--- config.mk ---
export PLATFORM = sky130hd
export DESIGN_NAME = serial_adder_seq_flat
export DESIGN_NICKNAME = d
export VERILOG_FILES = /design/src/rtl/serial_adder_seq_if.sv /design/src/rtl/serial_adder_seq.sv /design/src/flat_wrapper.sv
export SDC_FILE = /design/constraint.sdc
export NUM_CORES = 1
export LEC_CHECK = 0
export BUFFER_PORTS_ARGS = -buffer_cell sky130_fd_sc_hd__buf_4
export CAP_MARGIN = 10
export CORE_MARGIN = 5
export CORE_UTILIZATION = 50
export DETAILED_ROUTE_END_ITERATION = 6
export PLACE_DENSITY = 0.8
export SETUP_SLACK_MARGIN = 0.02
export SLEW_MARGIN = 40
export SYNTH_ARGS = -nofsm -noshare
export SYNTH_HDL_FRONTEND = slang
export SYNTH_SLANG_ARGS = --single-unit
--- constraint.sdc ---
create_clock -name clk -period 3.3 [get_ports clk]
set_input_delay 0.33 -clock clk [delete_from_list [all_inputs] [get_ports clk]]
set_output_delay 0.33 -clock clk [all_outputs]
set_load 0.02 [all_outputs]
--- src/rtl/serial_adder_seq_if.sv ---
// Valid/ready operand and result bundle for the bit-serial adder.
// master = producer/consumer side, slave = adder side.
interface serial_adder_seq_if #(
    parameter int WIDTH = 8
);
    logic             in_valid;
    logic             in_ready;
    logic [WIDTH-1:0] a;
    logic [WIDTH-1:0] b;
    logic             cin;
    logic             out_valid;
    logic             out_ready;
    logic [WIDTH-1:0] sum;
    logic             cout;

    modport master (
        output in_valid, a, b, cin, out_ready,
        input  in_ready, out_valid, sum, cout
    );

    modport slave (
        input  in_valid, a, b, cin, out_ready,
        output in_ready, out_valid, sum, cout
    );
endinterface

--- src/rtl/serial_adder_seq.sv ---
// Bit-serial adder: one full-adder cell, operands shifted LSB-first, one bit per clock.
// Accepts an operand pair in IDLE, runs WIDTH cycles, holds the result in DONE until taken.
module serial_adder_seq #(
    parameter int WIDTH = 8
) (
    input  logic              clk,
    input  logic              rst,
    serial_adder_seq_if.slave bus
);
    localparam int CW = $clog2(WIDTH);

    typedef enum logic [1:0] {IDLE, RUN, DONE} state_t;

    state_t           state_q, state_d;
    logic [WIDTH-1:0] sha_q, sha_d;
    logic [WIDTH-1:0] shb_q, shb_d;
    logic [WIDTH-1:0] sum_sr_q, sum_sr_d;
    logic [WIDTH-1:0] sum_q, sum_d;
    logic [CW-1:0]    cnt_q, cnt_d;
    logic             carry_q, carry_d;
    logic             cout_q, cout_d;
    logic             in_ready_q, in_ready_d;
    logic             out_valid_q, out_valid_d;

    logic             s_bit;
    logic             maj;
    logic [WIDTH-1:0] sum_next;

    assign s_bit    = sha_q[0] ^ shb_q[0] ^ carry_q;
    assign maj      = (sha_q[0] & shb_q[0]) | (sha_q[0] & carry_q) | (shb_q[0] & carry_q);
    assign sum_next = {s_bit, sum_sr_q[WIDTH-1:1]};

    always_comb begin
        state_d     = state_q;
        sha_d       = sha_q;
        shb_d       = shb_q;
        sum_sr_d    = sum_sr_q;
        sum_d       = sum_q;
        cnt_d       = cnt_q;
        carry_d     = carry_q;
        cout_d      = cout_q;
        in_ready_d  = in_ready_q;
        out_valid_d = out_valid_q;
        case (state_q)
            IDLE: begin
                if (bus.in_valid) begin
                    sha_d      = bus.a;
                    shb_d      = bus.b;
                    carry_d    = bus.cin;
                    cnt_d      = '0;
                    state_d    = RUN;
                    in_ready_d = 1'b0;
                end
            end
            RUN: begin
                carry_d  = maj;
                sum_sr_d = sum_next;
                sha_d    = sha_q >> 1;
                shb_d    = shb_q >> 1;
                cnt_d    = cnt_q + CW'(1);
                // The result register takes the shifted value including this edge's final bit.
                if (cnt_q == CW'(WIDTH - 1)) begin
                    sum_d       = sum_next;
                    cout_d      = maj;
                    cnt_d       = '0;
                    state_d     = DONE;
                    out_valid_d = 1'b1;
                end
            end
            DONE: begin
                if (bus.out_ready) begin
                    state_d     = IDLE;
                    out_valid_d = 1'b0;
                    in_ready_d  = 1'b1;
                end
            end
            default: begin
                state_d     = IDLE;
                in_ready_d  = 1'b1;
                out_valid_d = 1'b0;
            end
        endcase
    end

    always_ff @(posedge clk or posedge rst) begin
        if (rst) begin
            state_q     <= IDLE;
            sha_q       <= '0;
            shb_q       <= '0;
            sum_sr_q    <= '0;
            sum_q       <= '0;
            cnt_q       <= '0;
            carry_q     <= 1'b0;
            cout_q      <= 1'b0;
            in_ready_q  <= 1'b1;
            out_valid_q <= 1'b0;
        end else begin
            state_q     <= state_d;
            sha_q       <= sha_d;
            shb_q       <= shb_d;
            sum_sr_q    <= sum_sr_d;
            sum_q       <= sum_d;
            cnt_q       <= cnt_d;
            carry_q     <= carry_d;
            cout_q      <= cout_d;
            in_ready_q  <= in_ready_d;
            out_valid_q <= out_valid_d;
        end
    end

    assign bus.in_ready  = in_ready_q;
    assign bus.out_valid = out_valid_q;
    assign bus.sum       = sum_q;
    assign bus.cout      = cout_q;
endmodule

--- src/flat_wrapper.sv ---
// flat-port wrapper written by rule: the top's interface ports become plain ports
module serial_adder_seq_flat 
#(
    parameter int WIDTH = 8
)
  (clk, rst, bus_in_valid, bus_a, bus_b, bus_cin, bus_out_ready, bus_in_ready, bus_out_valid, bus_sum, bus_cout);
  serial_adder_seq_if #(.WIDTH(WIDTH)) bus_i ();
  input  logic clk;
  input  logic rst;
  input wire logic [$bits(bus_i.in_valid)-1:0] bus_in_valid;
  input wire logic [$bits(bus_i.a)-1:0] bus_a;
  input wire logic [$bits(bus_i.b)-1:0] bus_b;
  input wire logic [$bits(bus_i.cin)-1:0] bus_cin;
  input wire logic [$bits(bus_i.out_ready)-1:0] bus_out_ready;
  output wire logic [$bits(bus_i.in_ready)-1:0] bus_in_ready;
  output wire logic [$bits(bus_i.out_valid)-1:0] bus_out_valid;
  output wire logic [$bits(bus_i.sum)-1:0] bus_sum;
  output wire logic [$bits(bus_i.cout)-1:0] bus_cout;
  assign bus_i.in_valid = bus_in_valid;
  assign bus_i.a = bus_a;
  assign bus_i.b = bus_b;
  assign bus_i.cin = bus_cin;
  assign bus_i.out_ready = bus_out_ready;
  assign bus_in_ready = bus_i.in_ready;
  assign bus_out_valid = bus_i.out_valid;
  assign bus_sum = bus_i.sum;
  assign bus_cout = bus_i.cout;
  serial_adder_seq #(.WIDTH(WIDTH)) u_core (.clk(clk), .rst(rst), .bus(bus_i));
endmodule
==> metrics.txt <==
status complete, no violations; register area share after synthesis 55.5%; slew of the pin with the lowest slew margin 0.764 ns; Final min period 1.83 ns; DRC 0; initial core utilization 52.8%; nature of the critical path startpoint flop; antenna viol nets, final 0; FP Rows 21; period utilisation layout 55.5%; area grow syn2layout 17.9%; FF+latch count, synth 40; max-slew violation count 0; synth warn 0; distinct cell type count after synthesis 33; Setup TNS Final 0 ns; first-pass GRT wire length 5670 um; Syn Nets 169; synth top area cells dfrtp_1 54%, o22a_1 10%, mux2_4 7.5%; worst r2r dst u_core.bus.sum[2]$_DFFE_PP0P_; die area 4910 sq um; TritonRoute pass-1 iters 4; Hold/Removal Path Class in2reg; final layout net count 201; final worst slack 1.47 ns; post-cts resize count 0; Final Hold Viols 0; CP required 3.55 ns; placed cell areas 2040 sq um; PD cells 949 nW/um^2; clk buf depth 2; Crit Path Category reg2reg; GRT Residual Overflow 0; commonest non-fill, non-tap cell in the layout dfrtp_1; Leakage 1.03 nW; Clk pin slew, worst setup/hold paths 0.12 ns; Ports 32; CP max FO 25; total CTS buffers 5; GPL Wtd Cong 0.807; Mapped Cells 145; most frequent cells in the layout 39 x dfrtp_1, 32 x buf_4, 26 x nand2_1; Synth top area share 54.1%; largest net degree at the start of global routing 26; chip width 70.1 um; CTS root buf clkbuf_4; latest clock arrival within the worst-skew pair 0.35 ns; vias in the first global route 1,267; RSZ-0062 raised after global routing false; initial antenna violation count 0; # clock sinks 40; crit path from u_core.state_q[1]$_DFFE_PP0P_; Via Count 1,226; DP Wirelength 2430 um; drt via density 5.47; Design Area, Final 2130 sq um; Core ar. 3420 sq um; R2R cell count 3; reg-to-reg startpoint u_core.state_q[1]$_DFFE_PP0P_; layout cell share with drive strength beyond 1 33.1%; Avg WL per Cell 15.1 um; dpl ws 1.49 ns; Synth Cell Area 1800 sq um; Slew headroom 49.1%; Synth area leader dfrtp_1; clk_skew 0.0134 ns; maximum vdd drop 0.499 mV; Critical Path AT 2.09 ns; total global routing track utilization 14.7%; critical path capture point type flop; number of port buffers 31; endpoints failing setup 0; setup slack, reg-to-reg 1.47 ns; worst hold path endpoint u_core.state_q[1]$_DFFE_PP0P_; hold path depth 4; CTS H-Tree Depth 2; First DRT Iteration DRCs 67; n_diodes 0; CTS tree done; Fmax achieved 546 MHz; final wirelength 3380 um; Max Cap Viol 0; Die Ht 70.1 um; hold path startpoint bus_out_ready; Mean Syn Cell Area 12.4 sq um
metrics by stage:
stage,instances,utilization [%],power (mW),hold WS [ns]
after floorplan,145,-,1.52,0.446
after global placement,215,59.7,1.67,0.468
after detailed placement,215,59.7,1.72,0.479
after CTS,223,62.0,2.03,0.126
after global routing,224,62.3,2.16,0.218
final,224,62.3,2.02,0.231
worst max-delay path by stage:
stage | slack (ns) | depth (start not counted) | endpoint
floorplan | 1.93 | 4 | u_core.bus.cout$_DFFE_PP0P_
global placement | 1.54 | 3 | u_core.bus.sum[7]$_DFFE_PP0P_
detailed placement | 1.49 | 3 | u_core.bus.sum[2]$_DFFE_PP0P_
CTS | 1.46 | 3 | u_core.bus.sum[2]$_DFFE_PP0P_
global route | 1.32 | 3 | u_core.bus.sum[6]$_DFFE_PP0P_
finish | 1.47 | 3 | u_core.bus.sum[2]$_DFFE_PP0P_
where the power goes:
group          internal, mW  switching [mW]  total, mW  leakage, nW
logic                 0.438           0.388      0.825        0.501
clock network         0.159           0.159      0.318       0.0422
registers             0.712           0.163      0.874        0.482
synthesized netlist by cell type:
| cell type | number |
|---|---|
| nand3b_1 | 2 |
| a32o_1 | 1 |
| nor3_1 | 1 |
| nor2_2 | 2 |
| inv_1 | 2 |
| dfstp_2 | 1 |
| buf_6 | 3 |
| nor2b_1 | 2 |
| nor2b_2 | 1 |
| o21ai_1 | 3 |
| nand2b_1 | 3 |
| o221a_1 | 2 |
| nor2_1 | 4 |
| a221oi_2 | 1 |
| a22o_1 | 2 |
| buf_2 | 4 |
| a2bb2oi_1 | 1 |
| ha_1 | 2 |
| buf_4 | 1 |
| o21ai_0 | 2 |
| nand2b_4 | 1 |
| a21oi_1 | 2 |
| o22a_1 | 21 |
| nand2_1 | 26 |
| a221o_1 | 1 |
| nand2_8 | 1 |
| o21a_1 | 1 |
| dfrtp_1 | 39 |
| inv_2 | 1 |
| fa_1 | 1 |
| mux2_2 | 1 |
| mux2_4 | 9 |
| or2_4 | 1 |
repair_timing:
action	4_1_cts	5_1_grt
setup buffers	0	0
hold endpoints to repair	0	10
hold buffers	0	1
routing by layer:
layer	routed length (um)	vias up	track usage (%)
li1	-	582	-
met1	1520	593	18.3
met2	1570	46	22.8
met3	230	5	4.16
met4	58	0	8.51
met5	0	-	0
critical path, stage by stage (launching register included):
cell,delay (ns)
dfrtp_1,0.68
nor2b_2,0.55
nand2_8,0.16
mux2_4,0.33
registers in the layout (all words and copies together), names as in the netlist:
register and flops:
u_core.bus.sum 8, u_core.sha_q 8, u_core.shb_q 8, u_core.sum_sr_q 7, u_core.cnt_q 3, u_core.state_q 2, u_core.bus.cout 1, u_core.bus.in_ready 1
u_core.bus.out_valid 1, u_core.carry_q 1
cell type report:
| class | count | area, sq um |
|---|---|---|
| Sequential cell | 40 | 1000 |
| Inverter | 3 | 11.3 |
| Multi-Input combinational cell | 94 | 729 |
| Fill cell | 272 | 1290 |
| Tap cell | 46 | 57.6 |
| Clock buffer | 6 | 41.3 |
| Clock inverter | 2 | 35.0 |
| Timing Repair Buffer | 33 | 250 |
kinds of logic (layout without fill, tap and decap cells):
| kind of cell | Yosys count | count (layout) | synth area share (%) |
|---|---|---|---|
| and+or+nand+nor | 44 | 44 | 12.6 |
| DFF | 40 | 40 | 55.5 |
| AOI/OAI and AO/OA | 37 | 37 | 17.2 |
| buffers and inverters | 11 | 44 | 4.02 |
| muxes | 10 | 10 | 8.11 |
| adders and majority gates | 3 | 3 | 2.50 |
Note: power is estimated with default switching activity, not from simulation.
